**src/rtl/phy_pkg.sv**
```systemverilog
// Shared PHY constants: comma symbol, frame size and transmitter state encoding.
package phy_pkg;

    localparam logic [7:0] COMMA_BC   = 8'hBC;
    localparam int         FRAME_BITS = 8;

    // Transmitter states (1-bit encoding, shared with the receiver stage)
    localparam logic [0:0] TRAIN = 1'b0;
    localparam logic [0:0] RUN   = 1'b1;

    // Bit of a frame sent at a given bit_cnt position (MSB goes first)
    function automatic logic frame_bit(input logic [7:0] frame, input logic [2:0] bit_cnt);
        return frame[3'd7 - bit_cnt];
    endfunction

endpackage

```
**src/rtl/phy_tx_fifo.sv**
```systemverilog
// Small byte FIFO between the link layer and the serialiser.
// Pointers carry one extra wrap bit so full and empty are distinguishable;
// the head entry is read combinationally so the serialiser can pop and use
// it on the same edge.
module phy_tx_fifo
    import phy_pkg::*;
#(
    parameter int FIFO_DEPTH = 4
) (
    input  logic                  clk_32f,
    input  logic                  reset,
    input  logic                  push,
    input  logic [FRAME_BITS-1:0] push_data,
    input  logic                  pop,
    output logic [FRAME_BITS-1:0] head,
    output logic                  empty,
    output logic                  full
);

    localparam int AW = $clog2(FIFO_DEPTH);

    logic [FRAME_BITS-1:0] mem [FIFO_DEPTH];
    logic [AW:0]           wr_ptr_reg;
    logic [AW:0]           rd_ptr_reg;
    logic                  wr_en;
    logic                  rd_en;

    // Guard both strobes here too so a careless caller cannot corrupt pointers
    assign wr_en = push && !full;
    assign rd_en = pop && !empty;

    assign empty = (wr_ptr_reg == rd_ptr_reg);
    assign full  = (wr_ptr_reg[AW] != rd_ptr_reg[AW]) &&
                   (wr_ptr_reg[AW-1:0] == rd_ptr_reg[AW-1:0]);
    assign head  = mem[rd_ptr_reg[AW-1:0]];

    // Storage write; contents are only meaningful between the pointers, so no reset
    always_ff @(posedge clk_32f) begin
        if (wr_en) begin
            mem[wr_ptr_reg[AW-1:0]] <= push_data;
        end
    end

    // Pointer update
    always_ff @(posedge clk_32f) begin
        if (reset) begin
            wr_ptr_reg <= '0;
            rd_ptr_reg <= '0;
        end else begin
            if (wr_en) begin
                wr_ptr_reg <= wr_ptr_reg + 1'b1;
            end
            if (rd_en) begin
                rd_ptr_reg <= rd_ptr_reg + 1'b1;
            end
        end
    end

endmodule

```
**src/rtl/paralelo_serial_tx.sv**
```systemverilog
// Transmit-side PHY: buffers bytes from the link layer and serialises them
// MSB-first, one bit per clk_32f. Commas (0xBC) fill every frame without data,
// and after reset a fixed burst of commas trains the receiver before any
// queued data is released.
module paralelo_serial_tx
    import phy_pkg::*;
#(
    parameter int FIFO_DEPTH    = 4,
    parameter int NUM_IDLE_INIT = 5
) (
    input  logic       clk_32f,
    input  logic       reset,
    input  logic [7:0] data_in,
    input  logic       valid_in,
    output logic       full,
    output logic       data_out,
    output logic       frame_start,
    output logic       tx_active,
    output logic       overflow
);

    localparam int CNT_W = $clog2(FRAME_BITS);
    localparam int IW    = (NUM_IDLE_INIT < 1) ? 1 : $clog2(NUM_IDLE_INIT + 1);
    localparam logic [IW-1:0] IDLE_TARGET = IW'(NUM_IDLE_INIT);

    logic [CNT_W-1:0] bit_cnt_reg;
    logic [7:0]       frame_reg;
    logic [0:0]       state_reg;
    logic [0:0]       state_next;
    logic [IW-1:0]    idle_cnt_reg;
    logic [IW-1:0]    idle_cnt_next;
    logic             data_out_reg;
    logic             frame_start_reg;
    logic             tx_active_reg;
    logic             overflow_reg;

    logic             boundary;
    logic             fifo_push;
    logic             fifo_pop;
    logic             fifo_empty;
    logic [7:0]       fifo_head;
    logic [7:0]       next_frame;

    phy_tx_fifo #(
        .FIFO_DEPTH (FIFO_DEPTH)
    ) u_fifo (
        .clk_32f   (clk_32f),
        .reset     (reset),
        .push      (fifo_push),
        .push_data (data_in),
        .pop       (fifo_pop),
        .head      (fifo_head),
        .empty     (fifo_empty),
        .full      (full)
    );

    assign boundary  = (bit_cnt_reg == '0);
    // full is sampled before any pop on this edge, so a write at a popping
    // boundary while full is still rejected
    assign fifo_push = valid_in && !full;

    // Training sequencer: count comma frames, switch to RUN on the boundary
    // after the last one so that boundary already behaves as RUN
    always_comb begin
        state_next    = state_reg;
        idle_cnt_next = idle_cnt_reg;
        if (boundary && (state_reg == TRAIN)) begin
            if (idle_cnt_reg == IDLE_TARGET) begin
                state_next = RUN;
            end else begin
                idle_cnt_next = idle_cnt_reg + 1'b1;
            end
        end
    end

    // A pop only happens at a RUN boundary with data present; an empty FIFO
    // (including one being written this very edge) yields a comma
    assign fifo_pop   = boundary && (state_next == RUN) && !fifo_empty;
    assign next_frame = fifo_pop ? fifo_head : COMMA_BC;

    // Serialiser, sequencer state and sticky overflow flag
    always_ff @(posedge clk_32f) begin
        if (reset) begin
            bit_cnt_reg     <= '0;
            frame_reg       <= '0;
            state_reg       <= TRAIN;
            idle_cnt_reg    <= '0;
            data_out_reg    <= 1'b0;
            frame_start_reg <= 1'b0;
            tx_active_reg   <= 1'b0;
            overflow_reg    <= 1'b0;
        end else begin
            state_reg     <= state_next;
            idle_cnt_reg  <= idle_cnt_next;
            tx_active_reg <= (state_next == RUN);
            overflow_reg  <= overflow_reg | (valid_in & full);
            if (boundary) begin
                frame_reg       <= next_frame;
                data_out_reg    <= next_frame[7];
                frame_start_reg <= 1'b1;
                bit_cnt_reg     <= CNT_W'(1);
            end else begin
                data_out_reg    <= frame_bit(frame_reg, bit_cnt_reg);
                frame_start_reg <= 1'b0;
                bit_cnt_reg     <= bit_cnt_reg + 1'b1;
            end
        end
    end

    assign data_out    = data_out_reg;
    assign frame_start = frame_start_reg;
    assign tx_active   = tx_active_reg;
    assign overflow    = overflow_reg;

endmodule

```
**config.mk**
```make
export PLATFORM = sky130hd
export DESIGN_NAME = paralelo_serial_tx
export DESIGN_NICKNAME = d
export VERILOG_FILES = /design/src/rtl/phy_pkg.sv /design/src/rtl/phy_tx_fifo.sv /design/src/rtl/paralelo_serial_tx.sv
export SDC_FILE = /design/constraint.sdc
export NUM_CORES = 1
export LEC_CHECK = 0
export CAP_MARGIN = 20
export CORE_MARGIN = 2
export CORE_UTILIZATION = 52
export CTS_CLUSTER_SIZE = 28
export DETAILED_ROUTE_END_ITERATION = 7
export PLACE_DENSITY = 0.75
export SYNTH_ARGS = -nofsm -noshare
export SYNTH_HDL_FRONTEND = slang
export SYNTH_SLANG_ARGS = --single-unit
```
**constraint.sdc**
```tcl
create_clock -name clk_32f -period 1.62 [get_ports clk_32f]
set_input_delay 0.405 -clock clk_32f [delete_from_list [all_inputs] [get_ports clk_32f]]
set_output_delay 0.405 -clock clk_32f [all_outputs]
set_load 0.05 [all_outputs]
```
* Word level (Yosys, flattened, before mapping) *
Memories as Yosys holds them, arrays and structs flattened. A register that Yosys moved wholly into a read port is not among the register bits.
Index checks and enable logic that the tools add are counted.

storage, ports and cells
  flip-flop bits (word level) = 24
  input port bits = 11
  word-level logic and storage cells = 49
  memories = 1
  output and inout bits = 5
  RAM bits = 32

memory list
  memory      words  bits a word  rd ports  clocked after Yosys merged registers in  wr ports  RTL line           source
  u_fifo.mem  4      8            1         1                                        1         phy_tx_fifo.sv:22  logic [FRAME_BITS-1:0] mem [FIFO_DEPTH];

operators by class
  $lt $le $gt $ge = 1
  bitwise logic cells = 4
  multiplexer cells = 12
  reductions and logical operators = 12
  equal/unequal tests = 4
  add/sub/neg operators = 5

operators with widths
  kind                                                        number
  adder 3 x 1 -> 3 bit, second input constant                 4
  two-way mux 1 bit                                           8
  two-way mux 8 bit                                           1
  logical AND 1 bit                                           7
  less-than comparator 3 x 4 -> 1 bit, second input constant  1
  two-way mux 2 bit                                           2
  binary-select mux 1 bit (select 3 bit)                      1
  equality test 3 bit                                         1
  equality test 3 bit, second input constant                  1
  logical NOT 3 bit                                           1
  subtractor 3 bit, first input constant                      1
  equality test 2 bit                                         1
  logical NOT 1 bit                                           2
  NOT 1 bit                                                   2
  AND reduction 2 bit                                         1
  OR reduction 2 bit                                          1
  bitwise AND 1 bit                                           1
  inequality test 1 bit                                       1
  bitwise OR 1 bit                                            1

* Longest topological paths before layout *
Gate-level depths: netlist of the first run.

  depth after elaboration = 8
  gate-level depth with buffers = 8
  gate-level depth less buffers = 6

* Hierarchy *
Synthesis of the first run repeated with hierarchy kept, for this count alone.

second synthesis, totals
  cells, all modules = 188
  area, all modules = 2517.4 µm²

by module, submodules not included
  module              seq. area each (µm²)  instances  cells an instance  area each (µm²)
  phy_tx_fifo         1121.1                1          110                1731.7
  paralelo_serial_tx  360.3                 1          78                 785.8

* Worst setup path after synthesis of the first run *
Ideal clock, no wire load.

  path kind = register -> register
  start = register u_fifo.wr_ptr_reg[1]
  end = memory u_fifo.mem[0][0], enable pin
  arrival = 2.206 ns
  setup time = 0.277 ns
  data required time = 1.343 ns
  stages on the path, launching flop included = 5
  path slack = -0.863 ns
  clock period less this slack = 2.483 ns
  buffers on the path = 0
  cells stage by stage = dfxtp_1 xor2_2 nor3_1 nor2b_1 and2_1

between the ends
  word-level cells in the longest chain between the ends = 7

ends and longest elaborated chain
  element                                    RTL line                                     source
  start: declaration                         phy_tx_fifo.sv:23                            logic [AW:0] wr_ptr_reg;
  start signal: assignment                   phy_tx_fifo.sv:51                            wr_ptr_reg <= wr_ptr_reg + 1'b1;
  equality test 2 bit *                      phy_tx_fifo.sv:34                            (wr_ptr_reg[AW-1:0] == rd_ptr_reg[AW-1:0]);
  logical AND 1 bit *                        phy_tx_fifo.sv:33                            assign full = (wr_ptr_reg[AW] != rd_ptr_reg[AW]) &&
  named net full                             paralelo_serial_tx.sv:15                     output logic full,
  logical NOT 1 bit *                        phy_tx_fifo.sv:29, paralelo_serial_tx.sv:60
  logical AND 1 bit                          paralelo_serial_tx.sv:60                     assign fifo_push = valid_in && !full;
  logical AND 1 bit *                        phy_tx_fifo.sv:29                            assign wr_en = push && !full;
  two-way mux 1 bit *                        phy_tx_fifo.sv:39                            if (wr_en) begin
  two-way mux 1 bit (not written as such) *  phy_tx_fifo.sv:40                            mem[wr_ptr_reg[AW-1:0]] <= push_data;
  end: declaration                           phy_tx_fifo.sv:22

The timed path passes the listed nets; every way through them passes the cells marked *.

* Final worst setup path of the first run *
  start = register u_fifo.wr_ptr_reg[0]
  end = output port full

between the ends
  word-level cells in the longest chain between the ends = 2

ends and longest elaborated chain
  element              RTL line
  equality test 2 bit  phy_tx_fifo.sv:34
  logical AND 1 bit    phy_tx_fifo.sv:33
  end: declaration     paralelo_serial_tx.sv:15

Every way passes these cells.

==> results of run 1 <==
## placed cells by master (no fill, tap or decap), types with 2 or more instances in the layout
cell type / count
clkbuf_8: 9
clkinvlp_4: 2
xor2_4: 2
a21oi_1: 8
and2_4: 3
buf_6: 2
dfxtp_1: 20
edfxtp_1: 32
dfxtp_4: 4
nand2_1: 5
mux2i_1: 2
mux4_2: 10
xor2_1: 3
dfxtp_2: 2
inv_1: 8
nor3_1: 5
o21ai_0: 2
bufinv_16: 2
buf_4: 16
nor2_1: 24
nand2b_1: 4
clkdlybuf4s50_1: 10
o21ai_1: 2
xnor2_1: 2
buf_12: 4
ha_1: 9
## stage by stage
| stage | hold WS (ns) | worst slack [ns] | power [W] | std cells |
|---|---|---|---|---|
| floorplan | 0.418 | 0.00930 | 0.00191 | 168 |
| global placement | 0.437 | -0.0574 | 0.00202 | 240 |
| detailed placement | 0.451 | -0.0801 | 0.00204 | 240 |
| CTS | 0.459 | -0.133 | 0.00349 | 260 |
| global route | 0.489 | -0.139 | 0.00363 | 262 |
| finish | 0.462 | -0.0972 | 0.00349 | 262 |
## power breakdown
group	switching, W	total [W]	internal [W]
Clock	0.000586	0.00145	0.000861
Combinational	0.000188	0.000358	0.000169
Sequential	0.0000446	0.00168	0.00164
## routing by layer
layer  GRT usage  up-vias  part of all wire
li1            -      674                 -
met1       0.249      677              0.44
met2       0.299       25              0.51
met3      0.0670        6             0.039
met4      0.0943        0             0.015
met5           0        -                 0
## critical path, stage by stage (launching register included)
cell and delay (ns):
dfxtp_4 0.37, xor2_4 0.20, nor3_4 0.23, buf_12 0.17
## repair_timing
action,4_1_cts,5_1_grt
hold buffers,0,0
pin swaps,2,3
resized for setup,8,11
endpoints found under the hold margin,0,0
setup endpoints to repair,9,40
setup buffers,4,2
## layout make-up
| type | count | area (um2) | share of cell area |
|---|---|---|---|
| Sequential cell | 58 | 1500 | 0.498 |
| Multi-Input combinational cell | 96 | 880 | 0.292 |
| Timing Repair Buffer | 32 | 323 | 0.107 |
| Clock buffer | 9 | 124 | 0.0411 |
| Clock inverter | 7 | 92.6 | 0.0307 |
| Tap cell | 52 | 65.1 | 0.0216 |
| Inverter | 8 | 30.0 | 0.00997 |
## kinds of logic after synthesis
kind of cell | after synthesis | share of synthesized area
simple gates | 47 | 0.0916
flops | 58 | 0.638
fa+ha+maj | 9 | 0.0485
compound gates | 19 | 0.0550
mux | 12 | 0.106
xor+xnor | 9 | 0.0372
buf+inv | 14 | 0.0242
## worst max path at each step
stage	start	end	slack, ns	cells after the start
final	u_fifo.wr_ptr_reg[0]$_SDFFE_PP0P_	full	-0.1	3
after global routing	u_fifo.wr_ptr_reg[0]$_SDFFE_PP0P_	full	-0.14	3
after CTS	u_fifo.rd_ptr_reg[1]$_SDFFE_PP0P_	full	-0.13	3
after detailed placement	valid_in	u_fifo.mem[3][1]$_DFFE_PP_	-0.08	4
after global placement	valid_in	u_fifo.mem[2][3]$_DFFE_PP_	-0.06	3
after floorplan	u_fifo.wr_ptr_reg[2]$_SDFFE_PP0P_	u_fifo.mem[0][0]$_DFFE_PP_	0.009	4
==> impl_metrics.json, run 1 <==
{
  "final_layout_size_suffix_gt1_frac": 0.310,
  "ys_seq_elements": 58,
  "diodes": 0,
  "setup_tns_ns": -0.0972,
  "grt_max_degree": 13,
  "synth_cell_type_count": 29,
  "yosysSeqAreaShare": 0.638,
  "hold_viol": 0,
  "antenna_found_initial": 0,
  "violations": "setup timing",
  "postLayoutSetupSlackWorst_ns": -0.0972,
  "hpwl_mm": 2.92,
  "max_slew_margin": 0.666,
  "clk_path_buf_depth": 2,
  "holdPathStages": 2,
  "wl_mm": 4.18,
  "status": "finished with violations",
  "setup_viol": 1,
  "grt_pass1_vias": 1480,
  "critPathKind": "reg2out",
  "critPathRequiredTime_ns": 1.21,
  "fmax_mhz": 582,
  "port_buffers": 15,
  "synthTopCellsByCount": "32 x edfxtp_1, 26 x dfxtp_1, 24 x nor2_1",
  "dieArea_um2": 5020,
  "ys.warnings.count": 0,
  "leakage_nw": 1.13,
  "cts_sinks": 58,
  "fin_crit_sh": 1.06,
  "die_h_um": 70.8,
  "r2r_end": "u_fifo.mem[3][0]$_DFFE_PP_",
  "drv_slew": 0,
  "postSynthCellCount": 168,
  "area_growth_pct": 29.7,
  "avgViaCountPerCell": 5.27,
  "largest_reg_flops": 32,
  "netlist_area_um2": 2320,
  "hp-class": "reg2reg",
  "endpoint_kind": "output pin",
  "startpoint_type": "register",
  "drc": 0,
  "yosys.area.top_type_share": 0.414,
  "ys_async_sr_fraction": 0,
  "fin_area_um2": 3010,
  "firstDrtPassIters": 4,
  "htreeDepth": 3,
  "ant_nets": 0,
  "overflow": 0,
  "cts_buffers": 9,
  "drtIter0Drc": 99,
  "ios": 16,
  "max_cap_violations": 0,
  "synth.avg_cell_area_um2": 13.8,
  "die_w_um": 70.8,
  "rsz0062_at_grt": "true",
  "hold-path-endpoint": "frame_reg[0]$_SDFFE_PP0P_",
  "synthTopCellsByArea": "edfxtp_1 41%, dfxtp_1 22%, mux4_2 9.7%",
  "syn_nets": 188,
  "reg2regPathDepth": 4,
  "vdd_drop_max_uv": 822,
  "rrSetupSlack_ns": 0.01,
  "clk_pin_slew_ns": 0.07,
  "hp-start": "frame_reg[0]$_SDFFE_PP0P_",
  "synth_area_leader_cell": "edfxtp_1",
  "wire_per_inst_um": 16.0,
  "cts-root-buf": "clkbuf_8",
  "fill_cells": 298,
  "fin_util": 0.697,
  "ys.flop_type": "edfxtp_1",
  "globalRouteTotalUtil": 0.195,
  "synth.most_common_cell": "edfxtp_1",
  "fp.coreArea_um2": 4320,
  "period_needed_ns": 1.72,
  "reg2reg_from": "u_fifo.rd_ptr_reg[1]$_SDFFE_PP0P_",
  "worst-path-max-fanout": 4,
  "skew_ns": 0.00900,
  "power_density_nw_per_um2": 1160,
  "rows": 24,
  "arrival_ns": 1.31,
  "cts_tree": "built",
  "post_dp_cell_area_um2": 2660,
  "dr_total_vias": 1382,
  "tightest_slew_ns": 0.493,
  "grt_pass1_wl_mm": 7.16,
  "clock_latency_ns": 0.34,
  "place_congestion": 0.833,
  "synth_edf_count": 32,
  "nets": 225,
  "initial_utilization": 0.537
}
Note: power is estimated with default switching activity, not from simulation.
==> inputs of run 2 (changes only) <==
--- a/config.mk
+++ b/config.mk
@@ -11,6 +11,7 @@
 export CTS_CLUSTER_SIZE = 28
 export DETAILED_ROUTE_END_ITERATION = 7
 export PLACE_DENSITY = 0.75
+export SLEW_MARGIN = 20
 export SYNTH_ARGS = -nofsm -noshare
 export SYNTH_HDL_FRONTEND = slang
 export SYNTH_SLANG_ARGS = --single-unit
==> results of run 2 <==
No change in the layout: final DEF, timing and power equal those of run 1.
==> inputs of run 3 (changes only) <==
--- a/config.mk
+++ b/config.mk
@@ -8,9 +8,10 @@
 export CAP_MARGIN = 20
 export CORE_MARGIN = 2
 export CORE_UTILIZATION = 52
+export CTS_CLUSTER_DIAMETER = 40
 export CTS_CLUSTER_SIZE = 28
 export DETAILED_ROUTE_END_ITERATION = 7
-export PLACE_DENSITY = 0.75
+export PLACE_DENSITY_LB_ADDON = 0.08
 export SLEW_MARGIN = 20
 export SYNTH_ARGS = -nofsm -noshare
 export SYNTH_HDL_FRONTEND = slang
==> run 3 against run 2 <==
Net effect: the run still ends with setup timing left; sequential share of layout area shrank 0.61 points; global-route usage is 0.72 points lower; maximum frequency increased by 1.3%.
==> impl_metrics.json, run 3 (synthesis results as in run 1) <==
{
  "violations": "setup timing",
  "combPwrFrac": 0.099,
  "wire_per_inst_um": 16.1,
  "port_buffers": 15,
  "rsz0062_at_grt": "true",
  "switching_share": 0.225,
  "power_density_nw_per_um2": 1200,
  "place_congestion": 0.789,
  "avgViaCountPerCell": 5.33,
  "path_cells": "xor2_4 -> nor3_4 -> buf_12",
  "cpMaxStageDelayCell": "dfxtp_4",
  "endpoint_kind": "output pin",
  "seq_power_share": 0.462,
  "cts_tree": "built",
  "die_h_um": 70.8,
  "grt_pass1_wl_mm": 6.97,
  "clk_path_buf_depth": 2,
  "overflow": 0,
  "nets": 225,
  "dr_total_vias": 1396,
  "postLayoutSetupSlackWorst_ns": -0.0749,
  "ant_nets": 0,
  "drtIter0Drc": 108,
  "firstDrtPassIters": 4,
  "leakage_nw": 1.12,
  "worst-path-max-fanout": 2,
  "drc": 0,
  "final_layout_size_suffix_gt1_frac": 0.310,
  "skew_ns": 0.00466,
  "cts_buffers": 9,
  "hold_buffers": 0,
  "setup_tns_ns": -0.0749,
  "drv_slew": 0,
  "vdd_drop_max_uv": 667,
  "antenna_found_initial": 0,
  "arrival_ns": 1.29,
  "die_w_um": 70.8,
  "cts-root-buf": "clkbuf_8",
  "critPathKind": "reg2out",
  "grt_max_degree": 13,
  "slowest_delay_ns": 0.36,
  "fin_util": 0.704,
  "clk_pin_slew_ns": 0.07,
  "hold_viol": 0,
  "startpoint_type": "register",
  "globalRouteTotalUtil": 0.187,
  "grt_pass1_vias": 1512,
  "tightest_slew_ns": 0.364,
  "p_int_w": 0.00282,
  "wl_mm": 4.22,
  "max_slew_margin": 0.756,
  "area_growth_pct": 31.0,
  "fmax_mhz": 590,
  "most-common-layout-cells": "32 x edfxtp_1, 24 x nor2_1, 21 x dfxtp_1",
  "power_switching_w": 0.000818,
  "hpwl_mm": 2.98,
  "diodes": 0,
  "setup_viol": 1,
  "fp.coreArea_um2": 4320,
  "largest_reg_flops": 32,
  "period_needed_ns": 1.69,
  "rows": 24,
  "fin_crit_sh": 1.05,
  "critPathRequiredTime_ns": 1.21,
  "status": "finished with violations",
  "ios": 16,
  "cts_sinks": 58,
  "dieArea_um2": 5020,
  "final_common_cell": "edfxtp_1",
  "max_cap_violations": 0,
  "hp-class": "reg2reg",
  "clock_latency_ns": 0.33,
  "initial_utilization": 0.537,
  "clkPwrFrac": 0.439,
  "htreeDepth": 3,
  "power_w": 0.00364
}
[run 3: cell types whose count changed in the layout (fill, tap and decap cells not counted), sizes merged]
cell / delta
inv: -1
bufinv: +1
[run 3: final timing paths]
| kind | start | end | slack, ns | depth (start not counted) |
|---|---|---|---|---|
| min reg2reg | frame_reg[1]$_SDFFE_PP0P_ | frame_reg[1]$_SDFFE_PP0P_ | 0.45 | 2 |
| max | u_fifo.rd_ptr_reg[1]$_SDFFE_PP0P_ | full | -0.07 | 3 |
| min | frame_reg[1]$_SDFFE_PP0P_ | frame_reg[1]$_SDFFE_PP0P_ | 0.45 | 2 |
| max reg2reg | u_fifo.rd_ptr_reg[0]$_SDFFE_PP0P_ | register | 0.04 | 6 |
[run 3: final cells by class]
type	count	area [um2]
Tap cell	52	65.1
Clock inverter	7	118
Clock buffer	9	124
Inverter	8	30.0
Sequential cell	58	1500
Multi-Input combinational cell	96	888
Timing Repair Buffer	32	323
Fill cell	296	1280
[run 3: worst max-delay path: cells and delay by family, from the launching register on]
kind                   cells  cell delay, ns
AND/OR/NAND/NOR            1            0.24
XOR/XNOR                   1            0.19
flip-flops                 1            0.36
buffers and inverters      1            0.17
[run 3: per-layer routing]
metal  global-route usage  part of all wire  vias up
met3               0.0641             0.046        7
met5                    0                 0        -
met1                0.240              0.45      678
met2                0.303              0.49       32
li1                     -                 -      679
met4               0.0608             0.011        0
[run 3: per-stage QoR]
step	instances	hold WS (ns)	area, um2	setup slack, ns
after floorplan	168	0.418	2350	0.00930
after global placement	240	0.438	2660	-0.0591
after detailed placement	240	0.448	2660	-0.0928
after CTS	261	0.457	3000	-0.0836
after global routing	262	0.485	3040	-0.114
final	262	0.453	3040	-0.0749
[run 3: what timing repair did]
action	in CTS	in global routing
setup buffers	5	1
pin swaps	2	1
setup endpoints to repair	1	35
resized for setup	10	8
[run 3: power by group through the flow]
| stage | clock network, W | registers, W | logic (W) |
|---|---|---|---|
| 3_3_place_gp | 0 | 0.00171 | 0.000317 |
| 5_1_grt | 0.00169 | 0.00169 | 0.000397 |
| 6_report | 0.00160 | 0.00168 | 0.000361 |
| 4_1_cts | 0.00163 | 0.00168 | 0.000354 |
| 3_5_place_dp | 0 | 0.00171 | 0.000335 |
| 2_1_floorplan | 0 | 0.00173 | 0.000185 |
==> patch: new RTL, settings of run 1 <==
`FIFO_DEPTH` is set to 4 in 2 places; all go to 8.
--- a/src/rtl/phy_tx_fifo.sv
+++ b/src/rtl/phy_tx_fifo.sv
@@ -5,7 +5,7 @@
 module phy_tx_fifo
     import phy_pkg::*;
 #(
-    parameter int FIFO_DEPTH = 4
+    parameter int FIFO_DEPTH = 8
 ) (
     input  logic                  clk_32f,
     input  logic                  reset,
--- a/src/rtl/paralelo_serial_tx.sv
+++ b/src/rtl/paralelo_serial_tx.sv
@@ -5,7 +5,7 @@
 module paralelo_serial_tx
     import phy_pkg::*;
 #(
-    parameter int FIFO_DEPTH    = 4,
+    parameter int FIFO_DEPTH    = 8,
     parameter int NUM_IDLE_INIT = 5
 ) (
     input  logic       clk_32f,
Function: changed (a bounded check fails within 10 cycles, from zero or initial values and one cycle with reset high).
==> patch against run 1 <==
The flow still finishes with violations (setup timing). Worst setup slack lost 0.24 ns. Wire length up 82%. Clock power increased by 37%. Sequential cell count grew 35. Hold slack got worse by 0.0025 ns. Design area grew 65%. Critical path depth up 1. Total power increased by 47%. Synthesized area increased by 59%.
==> patch: results (changes against run 1) <==
ClkCell Share=5.295% (was 7.184%); reg-to-reg startpoint=u_fifo.wr_ptr_reg[1]$_SDFFE_PP0P_ (was u_fifo.rd_ptr_reg[1]$_SDFFE_PP0P_); RR Endpoint=u_fifo.mem[2][1]$_DFFE_PP_ (was u_fifo.mem[3][0]$_DFFE_PP_); violated checks=setup timing (unchanged); worst slack at placement=-0.3999 ns (was -0.08013 ns); met2 Usage GRT=32.88% (was 29.91%); RePlAce Congestion=0.7857 (was 0.8326); TNS Setup=-10.80 ns (was -0.09724 ns); post_cts resized=31 (was 8); leakage=1.685 nW (was 1.128 nW); met1 track demand over resource=28.45% (was 24.90%); largest net degree at the start of global routing=29 (was 13); number of flip-flops in the largest register=64 (was 32); total routed wirelength=7611 um (was 4182 um); Slew @ Worst Pin=0.4478 ns (was 0.4931 ns); EDFF count, synth=64 (was 32); outcome=complete, but fails checks (unchanged); multi-input combinational area share=28.67% (was 29.19%); critical path launch point=u_fifo.wr_ptr_reg[1]$_SDFFE_PP0P_ (was u_fifo.wr_ptr_reg[0]$_SDFFE_PP0P_); Seq area share=50.93% (was 49.75%); metal2 WL=3674 um (was 2121 um); skew final=0.009434 ns (was 0.008999 ns); top post-synthesis cells by area=edfxtp_1 52%, dfxtp_1 16%, mux4_2 11%, a21oi_1 2.4%, mux2i_1 2.4% (was edfxtp_1 41%, dfxtp_1 22%, mux4_2 9.7%, ha_1 4.8%, nor2_1 3.9%); Setup-failing EPs final=84 (was 1); routed wl met3=349 um (was 164 um); non-clock inverter total of the final layout=6 (was 8); final worst slack=-0.3346 ns (was -0.09724 ns); post-synthesis cell type count=39 (was 29); drt initial violations=101 (was 99); Seq/Total Area, Yosys=67.61% (was 63.79%); share of layout cells above drive strength 1=44.67% (was 30.95%); Final Non-Filler Cells=396 (was 262); fillcell total=424 (was 298); register bit total from synthesis=93 (was 58); clock buffer count in the final layout=10 (was 9); first-pass GRT wire length=11700 um (was 7162 um); post-synthesis net count=251 (was 188); Post-Place Cell Area=0.004399 mm2 (was 0.002661 mm2); Worst IR Drop VDD=0.0007681 V (was 0.0008220 V); Mapped Cells=234 (was 168); clk_lat worst skew=0.36 ns (was 0.34 ns); placed cell count=370 (was 240); Signal buf overhead=12.23% (was 10.71%); GRT Total Usage=21.01% (was 19.46%)
[patch: tightest hold or removal path: stages, from the launching register on]
cell     delay (ns)
dfxtp_1        0.32
nand2_1        0.05
a21oi_1        0.05
[patch: report_power, final]
group          switching (mW)  total, mW  internal [mW]
Combinational           0.265      0.502          0.236
Clock                   0.799       1.98           1.18
Sequential             0.0366       2.64           2.60
Total                    1.10       5.12           4.02
[patch: kinds of logic (layout without fill, tap and decap cells)]
| kind of cell | after synthesis | count (layout) | share of synthesized area [%] |
|---|---|---|---|
| adder cells (fa/ha/maj) | 6 | 6 | 2.028 |
| multiplexers | 29 | 29 | 14.10 |
| AND/OR/NAND/NOR | 50 | 51 | 7.066 |
| XOR/XNOR | 6 | 6 | 1.623 |
| AO/OA/AOI/OAI | 32 | 32 | 5.308 |
| flip-flops | 93 | 93 | 67.61 |
| buffers and inverters | 18 | 83 | 2.265 |
